==> config.mk <==
export PLATFORM = sky130hd
export DESIGN_NAME = ofdm_tx_burst_framer
export DESIGN_NICKNAME = d
export VERILOG_FILES = /design/src/rtl/ofdm_tx_burst_framer_pkg.sv /design/src/rtl/ofdm_tx_burst_framer_bram.sv /design/src/rtl/ofdm_tx_burst_framer.sv
export SDC_FILE = /design/constraint.sdc
export NUM_CORES = 2
export LEC_CHECK = 0
export ABC_AREA = 0
export BUFFER_PORTS_ARGS = -buffer_cell sky130_fd_sc_hd__buf_2
export CAP_MARGIN = 20
export CELL_PAD_IN_SITES_DETAIL_PLACEMENT = 1
export CELL_PAD_IN_SITES_GLOBAL_PLACEMENT = 2
export CORE_ASPECT_RATIO = 0.75
export CORE_MARGIN = 2
export CORE_UTILIZATION = 48
export CTS_CLUSTER_SIZE = 30
export DETAILED_ROUTE_END_ITERATION = 6
export PLACE_DENSITY_LB_ADDON = 0.1
export SYNTH_ARGS = -nofsm -noshare
export SYNTH_HDL_FRONTEND = slang
export SYNTH_SLANG_ARGS = --single-unit
==> constraint.sdc <==
create_clock -name clk -period 5.4 [get_ports clk]
set_clock_uncertainty 0.2 [all_clocks]
set_input_delay 0.27 -clock clk [delete_from_list [all_inputs] [get_ports clk]]
set_output_delay 0.27 -clock clk [all_outputs]
set_load 0.01 [all_outputs]
==> src/rtl/ofdm_tx_burst_framer_pkg.sv <==
// Shared constants, training sequence and FSM state type for the OFDM TX burst framer.
package ofdm_burst_pkg;

  localparam int ACTIVE_SUBCARR = 28;
  localparam int SYMBOL_NUM     = 8;
  localparam int CEST_NUM       = 4;

  // Training magnitude lives in the real byte; imaginary byte is zero.
  localparam logic signed [7:0] CEST_AMP = 8'sd64;
  localparam logic [7:0]        CEST_POS = CEST_AMP;
  localparam logic [7:0]        CEST_NEG = 8'(-CEST_AMP);

  // Bit k is subcarrier k; 1 selects +A, 0 selects -A.
  localparam logic [27:0] CEST_SEQ = 28'b1011_0100_1110_0010_1101_1001_0110;

  localparam logic [8:0] CEST_WORDS  = 9'(CEST_NUM * ACTIVE_SUBCARR);
  localparam logic [8:0] DATA_WORDS  = 9'(SYMBOL_NUM * ACTIVE_SUBCARR);
  localparam logic [8:0] BURST_WORDS = CEST_WORDS + DATA_WORDS;
  localparam logic [7:0] LAST_WR     = 8'(SYMBOL_NUM * ACTIVE_SUBCARR - 1);
  localparam logic [4:0] LAST_SC     = 5'(ACTIVE_SUBCARR - 1);

  typedef enum logic [1:0] {FILL, CEST, DATA, DONE} state_t;

  // Training word for subcarrier sc.
  function automatic logic [15:0] cest_word(input logic [4:0] sc);
    return {8'h00, (CEST_SEQ[sc] ? CEST_POS : CEST_NEG)};
  endfunction

endpackage

==> src/rtl/ofdm_tx_burst_framer_bram.sv <==
// 256x16 single-port burst buffer with a registered (1-cycle) read port.
module ofdm_tx_data_bram (
  input  logic        clk,
  input  logic        we,
  input  logic        en,
  input  logic [7:0]  addr,
  input  logic [15:0] di,
  output logic [15:0] dout
);

  logic [15:0] r_mem [0:255];

  // Write when enabled with we; read data appears one cycle after the address.
  always_ff @(posedge clk) begin
    if (en) begin
      if (we) r_mem[addr] <= di;
      dout <= r_mem[addr];
    end
  end

endmodule

==> src/rtl/ofdm_tx_burst_framer.sv <==
// OFDM TX burst framer: buffers one burst of data words, then streams
// channel-estimation training symbols followed by the buffered data.
// Optional feature macro: BURST_CNT_EN adds a 16-bit wrapping burst counter port.
//
// The BRAM read address runs one word ahead of the output register: when a
// data word is loaded into the output, the next address is presented in the
// same cycle, so the BRAM output register always holds the next data word.
// This removes the read-latency bubble at the training->data boundary and
// keeps throughput at one word per cycle under any backpressure pattern.
module ofdm_tx_burst_framer
  import ofdm_burst_pkg::*;
(
  input  logic        clk,
  input  logic        rst_n,
  input  logic [15:0] din,
  input  logic        wren,
  output logic        in_full,
  output logic [15:0] dout,
  output logic        dout_valid,
  input  logic        dout_ready,
  output logic        sym_start,
  output logic        is_cest,
  output logic        tx_done
`ifdef BURST_CNT_EN
  ,
  output logic [15:0] burst_cnt
`endif
);

  localparam logic [8:0] LAST_CEST_HS = CEST_WORDS - 9'd1;
  localparam logic [8:0] LAST_HS      = BURST_WORDS - 9'd1;

  state_t      r_state;
  logic [7:0]  r_wr_cnt;
  logic [8:0]  r_ld_cnt;
  logic [8:0]  r_hs_cnt;
  logic [7:0]  r_rd_idx;
  logic [4:0]  r_sc_cnt;
  logic [15:0] r_dout;
  logic        r_dout_valid;
  logic        r_sym_start;
  logic        r_is_cest;
  logic        r_tx_done;
  logic        r_in_full;

  logic        w_hs;
  logic        w_streaming;
  logic        w_load;
  logic        w_ld_cest;
  logic        w_take_data;
  logic        w_wr;
  logic [7:0]  w_rd_addr;
  logic [7:0]  w_bram_addr;
  logic        w_bram_en;
  logic [15:0] w_bram_rd;

  assign w_hs        = r_dout_valid && dout_ready;
  assign w_streaming = (r_state == CEST) || (r_state == DATA);
  assign w_load      = w_streaming && (r_ld_cnt < BURST_WORDS) && (!r_dout_valid || dout_ready);
  assign w_ld_cest   = r_ld_cnt < CEST_WORDS;
  assign w_take_data = w_load && !w_ld_cest;
  assign w_wr        = (r_state == FILL) && wren;
  assign w_rd_addr   = w_take_data ? (r_rd_idx + 8'd1) : r_rd_idx;
  assign w_bram_addr = (r_state == FILL) ? r_wr_cnt : w_rd_addr;
  assign w_bram_en   = w_wr || w_streaming;

  ofdm_tx_data_bram u_bram (
    .clk  (clk),
    .we   (w_wr),
    .en   (w_bram_en),
    .addr (w_bram_addr),
    .di   (din),
    .dout (w_bram_rd)
  );

  // Burst FSM: fill counter, output register load/hold, handshake counting.
  always_ff @(posedge clk or negedge rst_n) begin
    if (!rst_n) begin
      r_state      <= FILL;
      r_wr_cnt     <= '0;
      r_ld_cnt     <= '0;
      r_hs_cnt     <= '0;
      r_rd_idx     <= '0;
      r_sc_cnt     <= '0;
      r_dout       <= '0;
      r_dout_valid <= 1'b0;
      r_sym_start  <= 1'b0;
      r_is_cest    <= 1'b0;
      r_tx_done    <= 1'b0;
      r_in_full    <= 1'b0;
    end else begin
      r_tx_done <= 1'b0;

      if (w_load) begin
        r_dout_valid <= 1'b1;
        r_dout       <= w_ld_cest ? cest_word(r_sc_cnt) : w_bram_rd;
        r_sym_start  <= (r_sc_cnt == 5'd0);
        r_is_cest    <= w_ld_cest;
        r_ld_cnt     <= r_ld_cnt + 9'd1;
        r_sc_cnt     <= (r_sc_cnt == LAST_SC) ? 5'd0 : (r_sc_cnt + 5'd1);
      end else if (w_hs) begin
        r_dout_valid <= 1'b0;
      end

      if (w_take_data) r_rd_idx <= r_rd_idx + 8'd1;
      if (w_hs)        r_hs_cnt <= r_hs_cnt + 9'd1;

      case (r_state)
        FILL: begin
          if (w_wr) begin
            r_wr_cnt <= r_wr_cnt + 8'd1;
            if (r_wr_cnt == LAST_WR) begin
              r_state   <= CEST;
              r_in_full <= 1'b1;
            end
          end
        end
        CEST: begin
          if (w_hs && (r_hs_cnt == LAST_CEST_HS)) r_state <= DATA;
        end
        DATA: begin
          if (w_hs && (r_hs_cnt == LAST_HS)) begin
            r_state   <= DONE;
            r_tx_done <= 1'b1;
            r_in_full <= 1'b0;
            r_wr_cnt  <= '0;
          end
        end
        DONE: begin
          r_state  <= FILL;
          r_ld_cnt <= '0;
          r_hs_cnt <= '0;
          r_rd_idx <= '0;
          r_sc_cnt <= '0;
        end
        default: r_state <= FILL;
      endcase
    end
  end

  assign dout       = r_dout;
  assign dout_valid = r_dout_valid;
  assign sym_start  = r_sym_start;
  assign is_cest    = r_is_cest;
  assign tx_done    = r_tx_done;
  assign in_full    = r_in_full;

`ifdef BURST_CNT_EN
  logic [15:0] r_burst_cnt;

  // Count completed bursts; wraps naturally at 16 bits.
  always_ff @(posedge clk or negedge rst_n) begin
    if (!rst_n)                r_burst_cnt <= '0;
    else if (r_state == DONE) r_burst_cnt <= r_burst_cnt + 16'd1;
  end

  assign burst_cnt = r_burst_cnt;
`endif

endmodule

Yosys cells after proc, flatten, opt, wreduce, memory -nomap -nowiden
Memories as Yosys holds them, arrays and structs flattened. A register that Yosys moved wholly into a read port is not among the register bits.
Index checks and enable logic that the tools add are counted.
{"block": "classes", "n_reduce_logical": 21, "div": 0, "n_bitwise": 0, "n_addsub": 5, "n_mux": 32, "multipliers": 0, "n_eq_ne": 11, "n_lt_le_gt_ge": 3, "shifts": 0}
{"cell": "8-bit 2-to-1 mux", "count": 6}
{"cell": "9-bit 2-to-1 mux", "count": 4}
{"cell": "9-bit by 1-bit adder with 9-bit output, second input constant", "count": 2}
{"cell": "8-bit by 1-bit adder with 8-bit output, second input constant", "count": 2}
{"cell": "16-bit 2-to-1 mux", "count": 1}
{"cell": "8-bit one-hot mux with 2 select lines", "count": 1}
{"cell": "5-bit 2-to-1 mux", "count": 3}
{"cell": "1-bit 2-to-1 mux", "count": 11}
{"cell": "9-bit by 7-bit equality test with 1-bit output, second input constant", "count": 1}
{"cell": "9-bit equality test, second input constant", "count": 1}
{"cell": "9-bit by 7-bit less-than comparator with 1-bit output, second input constant", "count": 1}
{"cell": "9-bit less-than comparator, second input constant", "count": 1}
{"cell": "8-bit equality test, second input constant", "count": 1}
{"cell": "2-bit 2-to-1 mux", "count": 4}
{"cell": "2-bit one-hot mux with 4 select lines", "count": 1}
{"cell": "4-bit AND reduction", "count": 2}
{"cell": "2-bit nonzero test", "count": 4}
{"cell": "1-bit logical AND", "count": 7}
{"cell": "5-bit by 6-bit less-than comparator with 1-bit output, second input constant", "count": 1}
{"cell": "2-bit by 1-bit != test with 1-bit output, second input constant", "count": 3}
{"cell": "5-bit by 1-bit adder with 5-bit output, second input constant", "count": 1}
{"cell": "5-bit equality test, second input constant", "count": 1}
{"cell": "5-bit zero test", "count": 1}
{"cell": "2-bit equality test, second input constant", "count": 2}
{"cell": "other kinds (7)", "count": 10}
{"block": "word_totals", "mem_bits_ro": 32, "memories": 2, "latchBits": 0, "register_bits": 62, "ram_bits": 4096, "out_inout_bits": 21}
{"name": "u_bram.r_mem", "depth": 256, "word_bits": 16, "read_ports": 1, "rd_clocked_by_memory_dff": 1, "write_ports": 1, "line": "ofdm_tx_burst_framer_bram.sv:11", "text": "logic [15:0] r_mem [0:255];"}
{"name": "(name not given)", "depth": 32, "word_bits": 1, "read_ports": 1, "rd_clocked_by_memory_dff": 0, "write_ports": 0, "line": "ofdm_tx_burst_framer_pkg.sv:26", "text": "return {8'h00, (CEST_SEQ[sc] ? CEST_POS : CEST_NEG)};"}

Logic depth before layout (Yosys ltp)
{"block": "logic_depth", "word_depth": 7, "mapped_depth": 19, "ltp_nobuf": 12}

Modules after synthesis
A second synthesis with hierarchy kept.
{"block": "unflattened", "cells_unflattened": 7035, "hier_area_um2": 158445.7}
{"mod": "ofdm_tx_data_bram", "instances": 1, "area_each_um2": 155241.4, "cells_per_inst": 6704}
{"mod": "ofdm_tx_burst_framer", "instances": 1, "area_each_um2": 3204.3, "cells_per_inst": 331}

Least setup slack after synthesis
Ideal clock, no wire load.
{"block": "synth_timing", "kind": "reg2reg", "start": "register r_state[0]", "end": "memory u_bram.r_mem[220][0] (enable)", "slack_ns": 1.065, "arrival_time_ns": 3.746, "synth_period_minus_slack_ns": 4.335, "stages_incl_launch_ff": 16, "required_time_ns": 4.812, "path_buffers": 6, "path_cell_list": "dfrtp_1 inv_1 ha_1 inv_1 nor2_1 buf_2 a41oi_1 and2_1 buf_2 nor2_1 buf_2 buf_1 buf_1 nand2_1 clkbuf_1 nor2_1"}
{"block": "synth_between", "elab_chain_len": 7, "word_cells_on_any_way": 14, "cone_classes": "eq/ne (2); mux (5); reduce/logical (7)"}
{"item": "start: declaration", "line": "ofdm_tx_burst_framer.sv:33", "text": "state_t r_state;"}
{"item": "start signal: assignment", "line": "ofdm_tx_burst_framer.sv:79", "text": "r_state <= FILL;"}
{"item": "start signal: assignment", "line": "ofdm_tx_burst_framer.sv:113", "text": "r_state <= CEST;"}
{"item": "start signal: assignment", "line": "ofdm_tx_burst_framer.sv:119", "text": "if (w_hs && (r_hs_cnt == LAST_CEST_HS)) r_state <= DATA;"}
{"item": "2-bit by 1-bit equality test with 1-bit output or 2-bit equality test (tied branches)", "line": "ofdm_tx_burst_framer.sv:58", "text": "assign w_streaming = (r_state == CEST) || (r_state == DATA);"}
{"item": "1-bit logical OR", "line": "ofdm_tx_burst_framer.sv:58"}
{"item": "1-bit logical AND (2 in series)", "line": "ofdm_tx_burst_framer.sv:59", "text": "assign w_load = w_streaming && (r_ld_cnt < BURST_WORDS) && (!r_dout_valid || dout_ready);"}
{"item": "1-bit logical AND", "line": "ofdm_tx_burst_framer.sv:61", "text": "assign w_take_data = w_load && !w_ld_cest;"}
{"item": "8-bit 2-to-1 mux"}
{"item": "8-bit 2-to-1 mux", "line": "ofdm_tx_burst_framer.sv:64", "text": "assign w_bram_addr = (r_state == FILL) ? r_wr_cnt : w_rd_addr;"}
{"item": "end: declaration", "line": "ofdm_tx_burst_framer_bram.sv:11"}
Parallel ways exist; a longest one is shown, timed or not.

Final worst setup path
{"block": "layout_timing", "start": "register r_ld_cnt[4]", "end": "register u_bram.dout[12], read port of u_bram.r_mem, data pin"}
{"block": "layout_between", "elab_chain_len": 6, "word_cells_on_any_way": 8, "cone_classes": "order compare (2); mux (2); reduce/logical (4)"}
{"item": "start: declaration", "line": "ofdm_tx_burst_framer.sv:35", "text": "logic [8:0] r_ld_cnt;"}
{"item": "start signal: assignment", "line": "ofdm_tx_burst_framer.sv:99", "text": "r_ld_cnt <= r_ld_cnt + 9'd1;"}
{"item": "9-bit less-than comparator", "line": "ofdm_tx_burst_framer.sv:59"}
{"item": "1-bit logical AND (2 in series)", "line": "ofdm_tx_burst_framer.sv:59"}
{"item": "1-bit logical AND *", "line": "ofdm_tx_burst_framer.sv:61"}
{"item": "8-bit 2-to-1 mux *"}
{"item": "8-bit 2-to-1 mux *", "line": "ofdm_tx_burst_framer.sv:64"}
{"item": "end: declaration", "line": "ofdm_tx_burst_framer_bram.sv:8", "text": "output logic [15:0] dout"}
Every way passes the cells marked *; elsewhere a longest branch is shown, timed or not.
A chain may end at the register's enable or synchronous reset.

==> flow_metrics.env <==
export IMPL_status="complete, but fails checks"
export IMPL_setup_slack_ns=-0.06481
export IMPL_period_needed_ns=5.465
export IMPL_report_final_slew_viol_count=0
export IMPL_p_leak_nw=61.47
export IMPL_crit_buf_inv=4
export IMPL_clkPwrFrac=0.342
export IMPL_drt_wl_total_um=542900
export IMPL_drc=0
export IMPL_postPlaceCellArea_sq_um=176200
export IMPL_wl_per_cell_um=34.72
export IMPL_synthTopCellsByArea="edfxtp_1 75%, mux4_2 5.9%, nand2_1 3.3%"
export IMPL_num_rows=186
export IMPL_synth_fa_ha_area_frac=0.0009067
export IMPL_cts_tree="done"
export IMPL_synthDominantCellAreaShare=0.7456
export IMPL_ys_flop_type="edfxtp_1"
export IMPL_cap_violations=0
export IMPL_critPathSlowestCell="o41ai_4"
export IMPL_fmax_mhz=183.0
export IMPL_initial_core_util=0.4831
export IMPL_crit_family="compound AO/OA/AOI/OAI gates"
export IMPL_detail_route_iter0_violations=12980
export IMPL_p_sw_mw=25.39
export IMPL_synthMuxAreaShare=0.07757
export IMPL_gp_congestion=0.8770
export IMPL_critPathRequiredTime_ns=5.83
export IMPL_ioPinCount=41
export IMPL_setup_viol=2
export IMPL_cp_start_kind="flip-flop"
export IMPL_crit_start="r_ld_cnt[4]"
export IMPL_critical_path_most_common_cell="buf_12"
export IMPL_clk_latency_ns=0.96
export IMPL_fin_nets=10710
export IMPL_synthXorXnorAreaFrac=0.001375
export IMPL_max_stage_delay_ns=0.90
export IMPL_num_vias=100800
export IMPL_violations="negative setup slack"
export IMPL_fillCellCount=31290
export IMPL_grt_first_pass_wirelength_um=767100
export IMPL_synth_top_family_by_area="compound AO/OA/AOI/OAI gates"
export IMPL_multi_input_area_sq_um=37910
export IMPL_synthesis_nets=10200
export IMPL_timing_hold_ws_ns=0.1295
export IMPL_port_buffers=40
export IMPL_slew_headroom=0.1642
export IMPL_syn_instance_count=10160
export IMPL_final_layout_size_suffix_gt1_frac=0.1826
export IMPL_fin_area_sq_um=189600
export IMPL_htree_levels=5
export IMPL_crit_path_end="u_bram.dout[12]"
export IMPL_vias_per_cell=6.447
export IMPL_die_y_um=512.7
export IMPL_fin_crit_sh=1.012
export IMPL_worstRegToRegCells=13
export IMPL_die_w_um=682.2
export IMPL_cts_clk_slew_worst_paths_ns=0.06
export IMPL_r2r_start="r_ld_cnt[4]"
export IMPL_synth_edf_count=4112
export IMPL_hold_viol_final=0
export IMPL_clk_path_buf_depth=4
export IMPL_yosys_area_top_type="edfxtp_1"
export IMPL_async_flop_share=0.01485
export IMPL_syn_avg_cell_area_sq_um=16.29
export IMPL_p_int_mw=57.28
export IMPL_seq_power_share=0.439
export IMPL_antenna_found_initial=31
export IMPL_area_delta_synth_final_pct=14.48
export IMPL_grt_max_degree=145
export IMPL_ys_types=71
export IMPL_reg2reg_to="u_bram.dout[12]"
export IMPL_seq_area_frac_synth=0.7550
export IMPL_peakVddDrop_mv=0.3809
export IMPL_cp_end_kind="flip-flop"
export IMPL_crit_fanout=52
export IMPL_grtUsageTotal=0.3064
export IMPL_worstPathArrival_ns=5.89
export IMPL_ys_seq_elements=4174
export IMPL_numCtsBuffers=415
export IMPL_crit_path_cell_trace="a311o_2, nand3_1, buf_4, mux2i_1, or2_2, buf_12, nor2_4, buf_12, buf_12, a22oi_1, a21oi_1, o41ai_4, nand4_1"
export IMPL_crit_cells=13
export IMPL_dieArea_sq_um=349800
export IMPL_root_buffer="clkbuf_16"
export IMPL_hold_path_class="in -> reg"
export IMPL_dr_pass1_iters=6
export IMPL_design_core_area_sq_um=342800
export IMPL_powerDensity_nw_per_um2=436.1
export IMPL_yosysWarnings=0
export IMPL_finalSetupTns_ns=-0.08520
export IMPL_yosys_area_share_simple=0.05787
export IMPL_switching_share=0.3071
export IMPL_syn_area_sq_um=165600
export IMPL_overflow=0
export IMPL_cts_sinks=4174
export IMPL_ff_latch_area_sq_um=125000
export IMPL_rsz0062_at_grt="yes"
export IMPL_drtAntennaViolNets=0
export IMPL_comb_power_share=0.219
export IMPL_synth_compound_gate_area_share=0.08652
export IMPL_grt_pass1_vias=100200
export IMPL_tightest_slew_ns=1.254
export IMPL_path_class="reg -> reg"
export IMPL_hpwl_um=332500
export IMPL_r2r_setup_slack_ns=-0.06
==> cell type report <==
type | instances | area share
Antenna cell | 12 | 0.0001584
Clock buffer | 521 | 0.05826
Clock inverter | 234 | 0.01020
Inverter | 38 | 0.0007524
Multi-Input combinational cell | 5224 | 0.2000
Sequential cell | 4174 | 0.6595
Tap cell | 4606 | 0.03040
Timing Repair Buffer | 829 | 0.04071
==> power by group through the flow <==
| stage | clock (mW) | sequential, mW | combinational [mW] |
|---|---|---|---|
| 2_1_floorplan | 0 | 36.7 | 8.45 |
| 3_3_place_gp | 0 | 36.9 | 17.4 |
| 3_5_place_dp | 0 | 36.9 | 17.8 |
| 4_1_cts | 28.6 | 36.2 | 17.9 |
| 5_1_grt | 29.7 | 36.2 | 18.8 |
| 6_report | 28.3 | 36.3 | 18.1 |
==> stage by stage <==
step | total power, mW | setup slack (ns) | util | std cells
6_report | 82.67 | -0.06481 | 0.5530 | 15640
5_1_grt | 84.73 | -0.03235 | 0.5529 | 15630
4_1_cts | 82.76 | 0.01989 | 0.5526 | 15620
3_5_place_dp | 54.73 | -0.5281 | 0.5139 | 14840
3_3_place_gp | 54.32 | -1.746 | 0.5131 | 14830
2_1_floorplan | 45.13 | 1.065 | - | 10160
==> flip-flops by register name, indices dropped and copies added (netlist names), 2 cells and up <==
| register | count |
|---|---|
| r_wr_cnt | 8 |
| u_bram.dout | 16 |
| r_hs_cnt | 9 |
| r_rd_idx | 8 |
| r_state | 2 |
| r_sc_cnt | 5 |
| r_ld_cnt | 9 |
| dout | 16 |
| u_bram.r_mem | 4096 |
==> cells by family (layout without fill, tap and decap cells) <==
group                      count (synthesis)  count (layout)
DFF                                     4174            4174
and+or+nand+nor                         2313            2313
buffers and inverters                    766            1622
AOI/OAI and AO/OA                       2140            2140
xor gates and xnor gates                  26              26
adders and majority gates                 12              12
other                                      0              12
muxes                                    733             733
==> worst min path at each step <==
stage,start,to,slack [ns],depth (start not counted)
2_1_floorplan,rst_n,dout[0],-0.23,0
3_3_place_gp,rst_n,dout[9],-0.02,1
4_1_cts,dout_ready,r_hs_cnt[1],0.09,5
6_report,dout_ready,r_hs_cnt[1],0.13,5
5_1_grt,dout_ready,r_hs_cnt[1],0.17,5
3_5_place_dp,rst_n,dout[9],-0.01,1
==> placed cells by master, fill, tap and decap left out, types with 226 or more instances in the layout <==
master,n
nand2_1,1446
nor2_1,331
nand3_1,235
mux4_2,433
edfxtp_1,4112
buf_4,650
clkbuf_16,424
a22oi_1,393
a21oi_1,851
mux2i_1,226
==> worst min-delay path, delay by kind of cell <==
kind                   cells  cell delay [ns]
buffers and inverters      2             0.70
and+or+nand+nor            2             0.19
AOI/OAI and AO/OA          1             0.06
==> routing by layer <==
layer	part of all wire	global-route usage	up-vias	wire length, um
met4	0.030	0.08692	10	16040
met3	0.086	0.05157	741	46650
met1	0.43	0.4629	53890	234400
met2	0.45	0.4609	4730	245700
li1	-	-	41450	-
met5	0.00012	0	-	66
==> synth_stat cells (45+ instances only) <==
master,number
mux2_2,73
nand2_1,1473
mux2i_1,227
clkbuf_1,350
nand3_1,236
a221oi_1,111
mux4_2,433
a22o_1,45
nand4_1,75
nor2_1,370
buf_1,105
edfxtp_1,4112
a21oi_1,851
a211oi_1,90
buf_2,218
dfrtp_1,62
a22oi_1,394
o21ai_0,101
a32oi_1,205
==> repair_timing <==
action	CTS	global route
buffers inserted	0	8
hold buffers	22	0
resized for setup	9	8
endpoints found under the hold margin	1709	0
pin swaps	1	5
setup endpoints to repair	7	9
(Power assumes the default switching activity.)
